### config.mk
export PLATFORM = sky130hd
export DESIGN_NAME = axi_tdd_ng_cfg_loader
export DESIGN_NICKNAME = d
export VERILOG_FILES = /design/src/rtl/axi_tdd_ng_cfg_loader.sv
export SDC_FILE = /design/constraint.sdc
export NUM_CORES = 1
export LEC_CHECK = 0
export CORE_AREA = 2 2 287 289
export CTS_BUF_LIST = sky130_fd_sc_hd__clkbuf_4 sky130_fd_sc_hd__clkbuf_8
export DETAILED_ROUTE_END_ITERATION = 8
export DIE_AREA = 0 0 289 291
export MAX_ROUTING_LAYER = met4
export PLACE_DENSITY = 0.78
export SYNTH_ARGS = -nofsm -noshare
export SYNTH_HDL_FRONTEND = slang
export SYNTH_SLANG_ARGS = --single-unit
### constraint.sdc
create_clock -name up_clk -period 3.15 [get_ports up_clk]
set_clock_uncertainty 0.15 [all_clocks]
set_input_delay 0.63 -clock up_clk [delete_from_list [all_inputs] [get_ports up_clk]]
set_output_delay 0.63 -clock up_clk [all_outputs]
set_load 0.01 [all_outputs]
### src/rtl/axi_tdd_ng_cfg_loader.sv
// Register-bus initiator that identifies, disables, configures and re-arms one
// axi_tdd_ng core through its up_* slave port, then polls STATUS until armed.
module axi_tdd_ng_cfg_loader #(
  parameter int CHANNEL_COUNT  = 8,
  parameter int REGISTER_WIDTH = 32,
  parameter int ACK_TIMEOUT    = 255,
  parameter int POLL_MAX       = 64
) (
  input  logic                                     up_clk,
  input  logic                                     up_rstn,
  input  logic                                     start,
  input  logic [31:0]                              cfg_control,
  input  logic [CHANNEL_COUNT-1:0]                 cfg_ch_enable,
  input  logic [CHANNEL_COUNT-1:0]                 cfg_ch_pol,
  input  logic [REGISTER_WIDTH-1:0]                cfg_burst,
  input  logic [REGISTER_WIDTH-1:0]                cfg_delay,
  input  logic [REGISTER_WIDTH-1:0]                cfg_frame,
  input  logic [CHANNEL_COUNT*REGISTER_WIDTH-1:0]  cfg_ch_on,
  input  logic [CHANNEL_COUNT*REGISTER_WIDTH-1:0]  cfg_ch_off,
  output logic                                     busy,
  output logic                                     done,
  output logic                                     error,
  output logic [1:0]                               error_code,
  output logic                                     up_wreq,
  output logic [7:0]                               up_waddr,
  output logic [REGISTER_WIDTH-1:0]                up_wdata,
  input  logic                                     up_wack,
  output logic                                     up_rreq,
  output logic [7:0]                               up_raddr,
  input  logic [REGISTER_WIDTH-1:0]                up_rdata,
  input  logic                                     up_rack
);

  localparam int CW = $clog2(CHANNEL_COUNT + 1);
  localparam int TW = 17;
  localparam logic [REGISTER_WIDTH-1:0] ID_VALUE = REGISTER_WIDTH'(32'h5444444E);

  typedef enum logic [2:0] {
    S_IDLE, S_ID_RD, S_DIS_WR, S_CFG_WR, S_CH_WR, S_EN_WR, S_POLL, S_FINISH
  } state_t;

  state_t                              state;
  logic                                pend;
  logic                                pend_rd;
  logic [TW-1:0]                       tmo_cnt;
  logic [TW-1:0]                       poll_cnt;
  logic [2:0]                          cfg_idx;
  logic [CW-1:0]                       ch_idx;
  logic                                ch_half;
  logic [31:0]                         ctrl_reg;
  logic [CHANNEL_COUNT-1:0]            en_sh;
  logic [CHANNEL_COUNT-1:0]            pol_reg;
  logic [REGISTER_WIDTH-1:0]           burst_reg;
  logic [REGISTER_WIDTH-1:0]           delay_reg;
  logic [REGISTER_WIDTH-1:0]           frame_reg;
  // Channel offsets are shifted down as channels are consumed, so the
  // current channel always sits in the lowest slot.
  logic [CHANNEL_COUNT*REGISTER_WIDTH-1:0] on_sh;
  logic [CHANNEL_COUNT*REGISTER_WIDTH-1:0] off_sh;

  logic [REGISTER_WIDTH-1:0] en_ext;
  logic [REGISTER_WIDTH-1:0] pol_ext;
  logic                      ack_ok;
  logic                      tmo_hit;
  logic                      fin;
  logic [1:0]                fin_code;
  logic                      issue;
  logic                      issue_rd;
  logic [7:0]                issue_addr;
  logic [REGISTER_WIDTH-1:0] issue_data;

  // Zero-extend (or truncate) the channel masks to register width.
  genvar gi;
  generate
    for (gi = 0; gi < REGISTER_WIDTH; gi++) begin : g_ext
      if (gi < CHANNEL_COUNT) begin : g_ch
        assign en_ext[gi]  = en_sh[gi];
        assign pol_ext[gi] = pol_reg[gi];
      end else begin : g_zero
        assign en_ext[gi]  = 1'b0;
        assign pol_ext[gi] = 1'b0;
      end
    end
  endgenerate

  // Only the ack matching the outstanding direction completes it.
  assign ack_ok  = pend & (pend_rd ? up_rack : up_wack);
  assign tmo_hit = pend & ~ack_ok & (tmo_cnt >= TW'(ACK_TIMEOUT));

  // Terminal conditions: timeout, ID mismatch, poll success or exhaustion.
  always_comb begin
    fin      = 1'b0;
    fin_code = 2'd0;
    if (tmo_hit) begin
      fin      = 1'b1;
      fin_code = 2'd2;
    end else if (ack_ok && state == S_ID_RD && up_rdata != ID_VALUE) begin
      fin      = 1'b1;
      fin_code = 2'd1;
    end else if (ack_ok && state == S_POLL) begin
      if (up_rdata[1:0] != 2'b00) begin
        fin = 1'b1;
      end else if ((poll_cnt + TW'(1)) >= TW'(POLL_MAX)) begin
        fin      = 1'b1;
        fin_code = 2'd3;
      end
    end
  end

  // Transaction the current state wants to issue next.
  always_comb begin
    issue      = 1'b1;
    issue_rd   = 1'b0;
    issue_addr = 8'h00;
    issue_data = '0;
    case (state)
      S_ID_RD: begin
        issue_rd   = 1'b1;
        issue_addr = 8'h03;
      end
      S_DIS_WR: issue_addr = 8'h10;
      S_CFG_WR: begin
        issue_addr = 8'h11 + {5'b0, cfg_idx};
        case (cfg_idx)
          3'd0:    issue_data = en_ext;
          3'd1:    issue_data = pol_ext;
          3'd2:    issue_data = burst_reg;
          3'd3:    issue_data = delay_reg;
          default: issue_data = frame_reg;
        endcase
      end
      S_CH_WR: begin
        issue      = (ch_idx != CW'(CHANNEL_COUNT)) && en_sh[0];
        issue_addr = 8'h20 + (8'(ch_idx) << 1) + {7'b0, ch_half};
        issue_data = ch_half ? off_sh[REGISTER_WIDTH-1:0] : on_sh[REGISTER_WIDTH-1:0];
      end
      S_EN_WR: begin
        issue_addr = 8'h10;
        issue_data = REGISTER_WIDTH'(ctrl_reg | 32'd1);
      end
      S_POLL: begin
        issue_rd   = 1'b1;
        issue_addr = 8'h18;
      end
      default: issue = 1'b0;
    endcase
  end

  // Sequencer: one outstanding transaction, registered bus and status outputs.
  always_ff @(posedge up_clk or negedge up_rstn) begin
    if (!up_rstn) begin
      state      <= S_IDLE;
      pend       <= 1'b0;
      pend_rd    <= 1'b0;
      tmo_cnt    <= '0;
      poll_cnt   <= '0;
      cfg_idx    <= '0;
      ch_idx     <= '0;
      ch_half    <= 1'b0;
      ctrl_reg   <= '0;
      en_sh      <= '0;
      pol_reg    <= '0;
      burst_reg  <= '0;
      delay_reg  <= '0;
      frame_reg  <= '0;
      on_sh      <= '0;
      off_sh     <= '0;
      busy       <= 1'b0;
      done       <= 1'b0;
      error      <= 1'b0;
      error_code <= 2'd0;
      up_wreq    <= 1'b0;
      up_waddr   <= 8'h00;
      up_wdata   <= '0;
      up_rreq    <= 1'b0;
      up_raddr   <= 8'h00;
    end else begin
      done    <= 1'b0;
      up_wreq <= 1'b0;
      up_rreq <= 1'b0;
      if (fin) begin
        state      <= S_FINISH;
        pend       <= 1'b0;
        done       <= 1'b1;
        busy       <= 1'b0;
        error      <= (fin_code != 2'd0);
        error_code <= fin_code;
      end else if (state == S_IDLE) begin
        if (start) begin
          ctrl_reg   <= cfg_control;
          en_sh      <= cfg_ch_enable;
          pol_reg    <= cfg_ch_pol;
          burst_reg  <= cfg_burst;
          delay_reg  <= cfg_delay;
          frame_reg  <= cfg_frame;
          on_sh      <= cfg_ch_on;
          off_sh     <= cfg_ch_off;
          busy       <= 1'b1;
          error      <= 1'b0;
          error_code <= 2'd0;
          pend       <= 1'b0;
          state      <= S_ID_RD;
        end
      end else if (state == S_FINISH) begin
        state <= S_IDLE;
      end else if (!pend) begin
        if (issue) begin
          pend    <= 1'b1;
          pend_rd <= issue_rd;
          tmo_cnt <= '0;
          if (issue_rd) begin
            up_rreq  <= 1'b1;
            up_raddr <= issue_addr;
          end else begin
            up_wreq  <= 1'b1;
            up_waddr <= issue_addr;
            up_wdata <= issue_data;
          end
        end else if (state == S_CH_WR) begin
          // Disabled channel (or past the last one): skip without a bus cycle.
          if (ch_idx == CW'(CHANNEL_COUNT)) begin
            state <= S_EN_WR;
          end else begin
            ch_idx <= ch_idx + CW'(1);
            en_sh  <= en_sh >> 1;
            on_sh  <= on_sh >> REGISTER_WIDTH;
            off_sh <= off_sh >> REGISTER_WIDTH;
          end
        end
      end else if (ack_ok) begin
        pend <= 1'b0;
        case (state)
          S_ID_RD:  state <= S_DIS_WR;
          S_DIS_WR: begin
            state   <= S_CFG_WR;
            cfg_idx <= 3'd0;
          end
          S_CFG_WR: begin
            if (cfg_idx == 3'd4) begin
              state   <= S_CH_WR;
              ch_idx  <= '0;
              ch_half <= 1'b0;
            end else begin
              cfg_idx <= cfg_idx + 3'd1;
            end
          end
          S_CH_WR: begin
            if (ch_half) begin
              ch_half <= 1'b0;
              ch_idx  <= ch_idx + CW'(1);
              en_sh   <= en_sh >> 1;
              on_sh   <= on_sh >> REGISTER_WIDTH;
              off_sh  <= off_sh >> REGISTER_WIDTH;
            end else begin
              ch_half <= 1'b1;
            end
          end
          S_EN_WR: begin
            state    <= S_POLL;
            poll_cnt <= '0;
          end
          S_POLL:  poll_cnt <= poll_cnt + TW'(1);
          default: state <= S_IDLE;
        endcase
      end else if (tmo_cnt != {TW{1'b1}}) begin
        tmo_cnt <= tmo_cnt + TW'(1);
      end
    end
  end

endmodule

Word level (Yosys, flattened, before mapping):

Cells that the tools add are included.

* bits in registers: 758
* input bits: 693
* output and inout bits: 55
* word-level logic and storage cells: 218

* $add $sub $neg: 7
* $lt $le $gt $ge: 2
* equal/unequal tests: 36
* multiplexer cells: 104
* bitwise gates (word level): 9
* reductions and logical operators: 35

Operators with widths (number)
* two-way mux 256 bit: 20
* one-hot mux 32 bit (4 select lines): 1
* one-hot mux 32 bit (3 select lines): 1
* two-way mux 8 bit: 10
* two-way mux 17 bit: 4
* one-hot mux 8 bit (5 select lines): 1
* adder 17 x 1 -> 17 bit (second input constant): 2
* two-way mux 1 bit: 34
* one-hot mux 17 bit (2 select lines): 1
* two-way mux 3 bit: 11
* two-way mux 32 bit: 1
* != test 32 x 31 -> 1 bit (second input constant): 1
* two-way mux 4 bit: 7
* AND reduction 6 bit: 4
* AND reduction 7 bit: 3
* nonzero test 2 bit: 10
* greater-or-equal comparator 17 x 7 -> 1 bit (second input constant): 1
* greater-or-equal comparator 17 x 8 -> 1 bit (second input constant): 1
* != test 17 bit (second input constant): 1
* two-way mux 2 bit: 8
* equality test 3 bit (second input constant): 5
* != test 3 bit (second input constant): 5
* one-hot mux 3 bit (5 select lines): 1
* != test 2 bit (second input constant): 7
* 31 further kinds: 53

Logic depth before layout (Yosys ltp):

Gate-level depths: netlist of the first run.

* depth after elaboration: 9
* gate-level depth with buffers: 12
* mapped depth without buffers: 9

Worst setup path before layout of the first run:

Ideal clock, no wire load.

* path type: reg2reg
* start: register tmo_cnt[11]
* end: register en_sh[7]
* library setup time: 0.121 ns
* data arrival time: 2.237 ns
* required time: 2.879 ns
* setup slack: 0.642 ns
* cell stages (with the launch flop): 8
* period minus slack after synthesis: 2.508 ns
* cell sequence: dfrtp_1 > or4_1 > nor3_2 > a31oi_2 > or4_1 > buf_6 > buf_6 > a22o_1

* longest elaborated chain between the ends: 5

RTL lines
* start, declared: line 45 `logic [TW-1:0] tmo_cnt;`
* start signal, assigned: line 266 `tmo_cnt <= tmo_cnt + TW'(1);`
* greater-or-equal comparator 17 x 8 -> 1 bit: line 88 `assign tmo_hit = pend & ~ack_ok & (tmo_cnt >= TW'(ACK_TIMEOUT));`
* bitwise AND 1 bit: line 88
* two-way mux 1 bit: line 94 `if (tmo_hit) begin`
* NOT 1 bit (no line)
* AND reduction 8 bit (no line)
* end signal, assigned: line 191 `en_sh <= cfg_ch_enable;`
* end signal, assigned: line 225 `en_sh <= en_sh >> 1;`
* end signal, assigned: line 251 `en_sh <= en_sh >> 1;`
* end, declared: line 51 `logic [CHANNEL_COUNT-1:0] en_sh;`

Every way passes these cells.
A chain may end at the register's enable or synchronous reset.

Final worst setup path of the first run:

* start: register tmo_cnt[11]
* end: register on_sh[117]

* longest elaborated chain between the ends: 5

RTL lines
* greater-or-equal comparator 17 x 8 -> 1 bit: line 88
* bitwise AND 1 bit: line 88
* two-way mux 1 bit: line 94
* NOT 1 bit (no line)
* AND reduction 8 bit (no line)
* end signal, assigned: line 196 `on_sh <= cfg_ch_on;`
* end signal, assigned: line 226 `on_sh <= on_sh >> REGISTER_WIDTH;`
* end signal, assigned: line 252 `on_sh <= on_sh >> REGISTER_WIDTH;`
* end, declared: line 58 `logic [CHANNEL_COUNT*REGISTER_WIDTH-1:0] on_sh;`

Every way passes these cells.

==> impl_metrics.tcl, run 1 <==
set metrics [dict create \
    synth_edf_count 0 \
    dr.first_iter.drc_count 2497 \
    io_buffer_count 742 \
    power.share.switching 0.385 \
    status "finished, final reports clean" \
    ys_seq_elements 753 \
    holdPathEnd "on_sh[208]" \
    max_freq_mhz 344 \
    syn_to_final_growth_pct 35.9 \
    track_usage 0.276 \
    hold_violations 0 \
    root_buffer "clkbuf_8" \
    crit_slowest_cell "or4_1" \
    postCtsSetupRepairBufs 0 \
    final_common_cell "nand2_1" \
    gp_congestion 0.933 \
    cp-start-kind "flip-flop" \
    grt_pass1_vias 29327 \
    vdd_ir_drop_max_uv 527 \
    grt_max_degree 109 \
    die_h_um 291 \
    crit_required_ps 3680 \
    hp-class "input port to flip-flop" \
    reg_top3 "off_sh: 256 flops, on_sh: 256 flops" \
    synth-main-ff-cell "dfrtp_1" \
    yosysSeqAreaShare 0.560 \
    intPower_uw 27500 \
    syn_area_per_cell_sq_um 9.39 \
    ant_nets 0 \
    hold_path_depth 3 \
    pin_count 748 \
    cp_cell_sequence "or4_1 -> nor3_2 -> a31oi_2 -> nor4_2 -> buf_4 -> buf_12 -> buf_4 -> nor2_1 -> a31oi_1" \
    grt_pass1_wl_um 171000 \
    crit_type "flip-flop to flip-flop" \
    synth_area_sq_um 33600 \
    stdcell_area_sq_um 45700 \
    slowest_delay_ps 540 \
    power.share.clock 0.216 \
    drc_errors 0 \
    hold_start "cfg_ch_on[208]" \
    r2r-start "tmo_cnt[11]" \
    p_seq_frac 0.392 \
    fp-row-count 105 \
    critical-path-top-delay-family "simple AND/OR/NAND/NOR gates" \
    antenna_found_initial 48 \
    cts_htree_levels 4 \
    initial_utilization 0.414 \
    grt-ovfl-total 0 \
    avgRoutedWirePerCell_um 20.8 \
    ys_async_sr_fraction 1.00 \
    syn_inst 3580 \
    whs_ps 231 \
    clkTransAtPathRegs_ps 70 \
    critPathMaxFanout 17 \
    ff2ff_setup_slack_ps 240 \
    drt_first_pass_iters 7 \
    dieArea_sq_um 84100 \
    fin_nets 5002 \
    period_needed_ps 2910 \
    r2r-end "on_sh[117]" \
    hpwl_um 84000 \
    fin_crit_sh 0.924 \
    rsz0062_at_grt "no" \
    power_density_nw_per_um2 980 \
    layout-drive-gt1-share 0.125 \
    cp-end-kind "flip-flop" \
    layout.cells.most_common_list "947 x nand2_1, 752 x dfrtp_1, 741 x clkdlybuf4s50_1" \
    ff2ff_path_depth 9 \
    clk_latency_ps 810 \
    cts_resized 0 \
    ys_types 65 \
    critPathLaunch "tmo_cnt[11]" \
    cts.sinks 753 \
    combPwrFrac 0.392 \
    setup_viol 0 \
    worstPathArrival_ps 3440 \
    p_sw_uw 17200 \
    placed_cell_area_sq_um 42700 \
    slew_headroom 0.388 \
    postRouteWirelength_um 115000 \
    cts_tree "built" \
    fp.dieW_um 289 \
    synth_warnings 0 \
    vias 29614 \
    tightest_slew_ps 907 \
    avgViaCountPerCell 5.38 \
    cts_buffers 130 \
    path_buf_inv 3 \
    slew_violations 0 \
    cap_violations 0 \
    clockBufferDepth 3 \
    core_sq_um 81200 \
    cp_common_cell "buf_4" \
    p_leak_uw 0.0193 \
]
-- logic make-up (layout without fill, tap and decap cells) --
kind of cell | Yosys count | after routing | synth area share
multiplexers | 170 | 170 | 0.0569
AND/OR/NAND/NOR | 1615 | 1615 | 0.190
buffers and inverters | 300 | 1110 | 0.0410
other | 1 | 50 | 0.000112
adder cells (fa/ha/maj) | 11 | 11 | 0.00409
AO/OA/AOI/OAI | 725 | 725 | 0.146
XOR/XNOR | 5 | 5 | 0.00130
flip-flops | 753 | 753 | 0.560
-- worst register-to-register path, cell delays in order (launching register included) --
cell and delay, ps:
dfrtp_1 380, or4_1 540, nor3_2 150, a31oi_2 130
nor4_2 510, buf_4 320, buf_12 200, buf_4 220
nor2_1 60, a31oi_1 140
-- area by class of cell --
| class | count | area [sq um] |
|---|---|---|
| diodes | 46 | 115 |
| clock buffers | 199 | 2490 |
| clock inverters | 28 | 367 |
| fillers | 7072 | 35500 |
| inverters | 14 | 52.6 |
| multi-input cells | 2530 | 13500 |
| flip-flops and latches | 753 | 18800 |
| well taps | 1070 | 1340 |
| repair buffers | 869 | 9030 |
-- through the flow --
step,power [uW],util,TNS [ps],std cells,setup slack [ps]
3_3_place_gp,34500,0.526,-22980,5235,-117
6_report,44800,0.563,0,5509,240
4_1_cts,44900,0.561,0,5463,226
5_1_grt,47800,0.563,0,5504,58.8
2_1_floorplan,28000,-,0,3583,642
3_5_place_dp,35100,0.526,-14430,5235,-118
-- synthesized netlist by cell type (7+ instances only) --
master    instances  area (sq um)
nand2_1         947          3550
dfrtp_1         753         18800
nor2_1          558          2090
a31oi_1         459          2870
mux2_2          168          1890
clkbuf_1        149           559
buf_2           102           510
a22o_1           66           578
a21oi_1          59           295
a222oi_1         39           390
o21ai_0          26           130
a221oi_1         25           219
buf_4            21           158
and2_1           19           119
nand3_1          16          80.1
inv_1            14          52.6
ha_1             11           138
nor4_1            9          56.3
a221o_1           8          80.1
nand4_1           8          50.1
nor3_1            8          40.0
nor4b_1           8          70.1
buf_1             7          26.3
nand2b_1          7          43.8
-- how the worst max path moves through the flow --
| stage | end | cells after the start |
|---|---|---|
| after global placement | on_sh[133] | 10 |
| after global routing | off_sh[66] | 9 |
| final | on_sh[117] | 9 |
| after floorplan | en_sh[7] | 7 |
| after detailed placement | off_sh[162] | 10 |
| after CTS | on_sh[182] | 9 |
-- per-layer routing --
| layer | routed length, um | track usage |
|---|---|---|
| met1 | 46100 | 0.336 |
| met2 | 54000 | 0.427 |
| met3 | 9140 | 0.0705 |
| met4 | 5320 | 0.135 |
| met5 | 0 | - |
-- timing repair --
action                                 in CTS  in global routing
setup endpoints to repair                   0                  1
hold buffers                                1                  0
endpoints found under the hold margin      43                  0
-- power by group through the flow --
stage          Clock, uW  Sequential (uW)  Combinational [uW]
2_1_floorplan          0            16400               11600
3_3_place_gp           0            17400               17000
3_5_place_dp           0            17700               17500
4_1_cts             9830            17500               17600
5_1_grt            10300            18000               19500
6_report            9660            17600               17500
Note: power is estimated with default switching activity, not from simulation.
==> run 2, diff against run 1 <==
--- a/config.mk
+++ b/config.mk
@@ -5,12 +5,11 @@
 export SDC_FILE = /design/constraint.sdc
 export NUM_CORES = 1
 export LEC_CHECK = 0
-export CORE_AREA = 2 2 287 289
+export CORE_UTILIZATION = 35
 export CTS_BUF_LIST = sky130_fd_sc_hd__clkbuf_4 sky130_fd_sc_hd__clkbuf_8
 export DETAILED_ROUTE_END_ITERATION = 8
-export DIE_AREA = 0 0 289 291
 export MAX_ROUTING_LAYER = met4
-export PLACE_DENSITY = 0.78
+export PLACE_DENSITY = 0.69
 export SYNTH_ARGS = -nofsm -noshare
 export SYNTH_HDL_FRONTEND = slang
 export SYNTH_SLANG_ARGS = --single-unit
==> constraint.sdc (replaced) <==
create_clock -name up_clk -period 3.15 [get_ports up_clk]
set_clock_uncertainty 0.15 [all_clocks]
set_input_delay 0.7875 -clock up_clk [delete_from_list [all_inputs] [get_ports up_clk]]
set_output_delay 0.7875 -clock up_clk [all_outputs]
set_load 0.01 [all_outputs]
==> run 2 against run 1 <==
Sequential power barely moved. Critical path depth did not move. Final cell count rose by 4.2%. Setup slack got worse by 18 ps. Non-clock buffer count rose by 34. Hold slack improved by 130 ps. Sequential share of layout area fell by 0.58 points. Die area rose by 16%. Largest cell class unchanged. Highest routed layer unchanged.
==> impl_metrics.tcl, run 2 (same netlist as run 1, synthesis figures left out) <==
set metrics [dict create \
    fp.dieW_um 312 \
    power.share.clock 0.223 \
    grt_pass1_wl_um 175000 \
    ff2ff_setup_slack_ps 220 \
    tightest_slew_ps 724 \
    slowest_delay_ps 540 \
    grt_pass1_vias 28936 \
    cap_violations 0 \
    cp-start-kind "flip-flop" \
    reg_top3 "off_sh: 256 flops, on_sh: 256 flops" \
    crit_required_ps 3730 \
    rsz0062_at_grt "no" \
    avgViaCountPerCell 5.09 \
    critPathMaxFanout 74 \
    clkTransAtPathRegs_ps 60 \
    intPower_uw 28100 \
    hold_violations 0 \
    syn_to_final_growth_pct 37.9 \
    max_freq_mhz 342 \
    critPathLaunch "tmo_cnt[11]" \
    ant_nets 0 \
    combPwrFrac 0.388 \
    p_sw_uw 17100 \
    track_usage 0.244 \
    core_sq_um 95000 \
    placed_cell_area_sq_um 43300 \
    pin_count 748 \
    crit_slowest_cell "or4_1" \
    cp-end-kind "flip-flop" \
    final_common_cell "nand2_1" \
    grt_max_degree 135 \
    dieArea_sq_um 97300 \
    path_buf_inv 3 \
    hold_start "off_sh[237]" \
    p_seq_frac 0.389 \
    cp_cell_sequence "or4_1 -> nor3_2 -> a31oi_2 -> nor4_2 -> buf_4 -> buf_12 -> buf_12 -> nor2_1 -> a31oi_1" \
    clk_latency_ps 830 \
    ff2ff_path_depth 9 \
    fin_nets 5044 \
    drt_first_pass_iters 7 \
    cp_common_cell "buf_12" \
    post-route-util 0.488 \
    worstPathArrival_ps 3510 \
    period_needed_ps 2930 \
    postRouteWirelength_um 117000 \
    whs_ps 356 \
    cts_buffers 138 \
    clockBufferDepth 3 \
    holdPathEnd "off_sh[237]" \
    setup_viol 0 \
    critical-path-top-delay-family "simple AND/OR/NAND/NOR gates" \
    avgRoutedWirePerCell_um 20.3 \
    cts.sinks 753 \
    cts_tree "built" \
    grt-ovfl-total 0 \
    initial_utilization 0.354 \
    fp-row-count 113 \
    die_h_um 312 \
    layout.cells.most_common_list "947 x nand2_1, 752 x dfrtp_1, 741 x clkdlybuf4s50_1" \
    crit_type "flip-flop to flip-flop" \
    layout-drive-gt1-share 0.134 \
    hold_path_depth 1 \
    vias 29233 \
    io_buffer_count 742 \
    hpwl_um 86400 \
    power_density_nw_per_um2 976 \
    slew_violations 0 \
    cts_htree_levels 4 \
    r2r-start "tmo_cnt[11]" \
    p_leak_uw 0.0196 \
    cts_resized 0 \
    r2r-end "on_sh[201]" \
    antenna_found_initial 41 \
    gp_congestion 0.900 \
    status "finished, final reports clean" \
    dp_slack_ps -320 \
    vdd_ir_drop_max_uv 455 \
    layout_setup_ws_ps 222 \
    drc_errors 0 \
    fin_crit_sh 0.930 \
    power.share.switching 0.378 \
    root_buffer "clkbuf_8" \
    dr.first_iter.drc_count 2511 \
    slew_headroom 0.511 \
    hp-class "flip-flop to flip-flop" \
    stdcell_area_sq_um 46400 \
]
[run 2: cell types whose count changed in the layout (fill, tap and decap cells not counted), sizes merged]
cell    before  now
bufinv       3    4
buf        127  161
inv         22   21
diode       46   39
clkinv      14    7
clkbuf     199  217
[run 2: worst reg2reg max path, stage by stage (launching register included)]
cell     delay, ps
dfrtp_1        390
or4_1          540
nor3_2         140
a31oi_2        120
nor4_2         370
buf_4          310
buf_12         330
buf_12         280
nor2_1          60
a31oi_1        160
[run 2: area by class of cell]
cell class | instances | area [sq um]
clock inverters | 21 | 258
clock buffers | 217 | 2720
flip-flops and latches | 753 | 18800
diodes | 39 | 97.6
multi-input cells | 2530 | 13500
fillers | 8932 | 48700
inverters | 14 | 52.6
repair buffers | 903 | 9320
well taps | 1265 | 1580
[run 2: metrics by stage]
step,total power (uW),std cells,setup TNS (ps)
floorplan,28000,3583,0
global placement,34800,5464,-88970
detailed placement,35400,5464,-75760
CTS,45600,5703,0
global route,48500,5740,0
finish,45200,5742,0
[run 2: how the worst max path moves through the flow]
stage / endpoint / slack (ps) / cells after the start
global route: on_sh[201] / 9 / 9
CTS: busy / 130 / 1
finish: on_sh[201] / 220 / 9
detailed placement: on_sh[201] / -320 / 11
floorplan: ctrl_reg[10] / 620 / 7
global placement: on_sh[144] / -330 / 11
[run 2: timing repair]
action                                 CTS  global route
hold buffers                             1             0
setup buffers                            0             0
endpoints found under the hold margin   38             0
[run 2: power by group through the flow]
stage | combinational, uW | sequential, uW | clock, uW
2_1_floorplan | 11600 | 16400 | 0
3_3_place_gp | 17300 | 17600 | 0
3_5_place_dp | 17600 | 17700 | 0
4_1_cts | 17700 | 17600 | 10300
5_1_grt | 19600 | 18100 | 10800
6_report | 17600 | 17600 | 10100
[run 2: routing by layer]
metal,track usage,share of wire
met1,0.297,0.42
met2,0.381,0.47
met3,0.0654,0.073
met4,0.105,0.036
met5,-,0
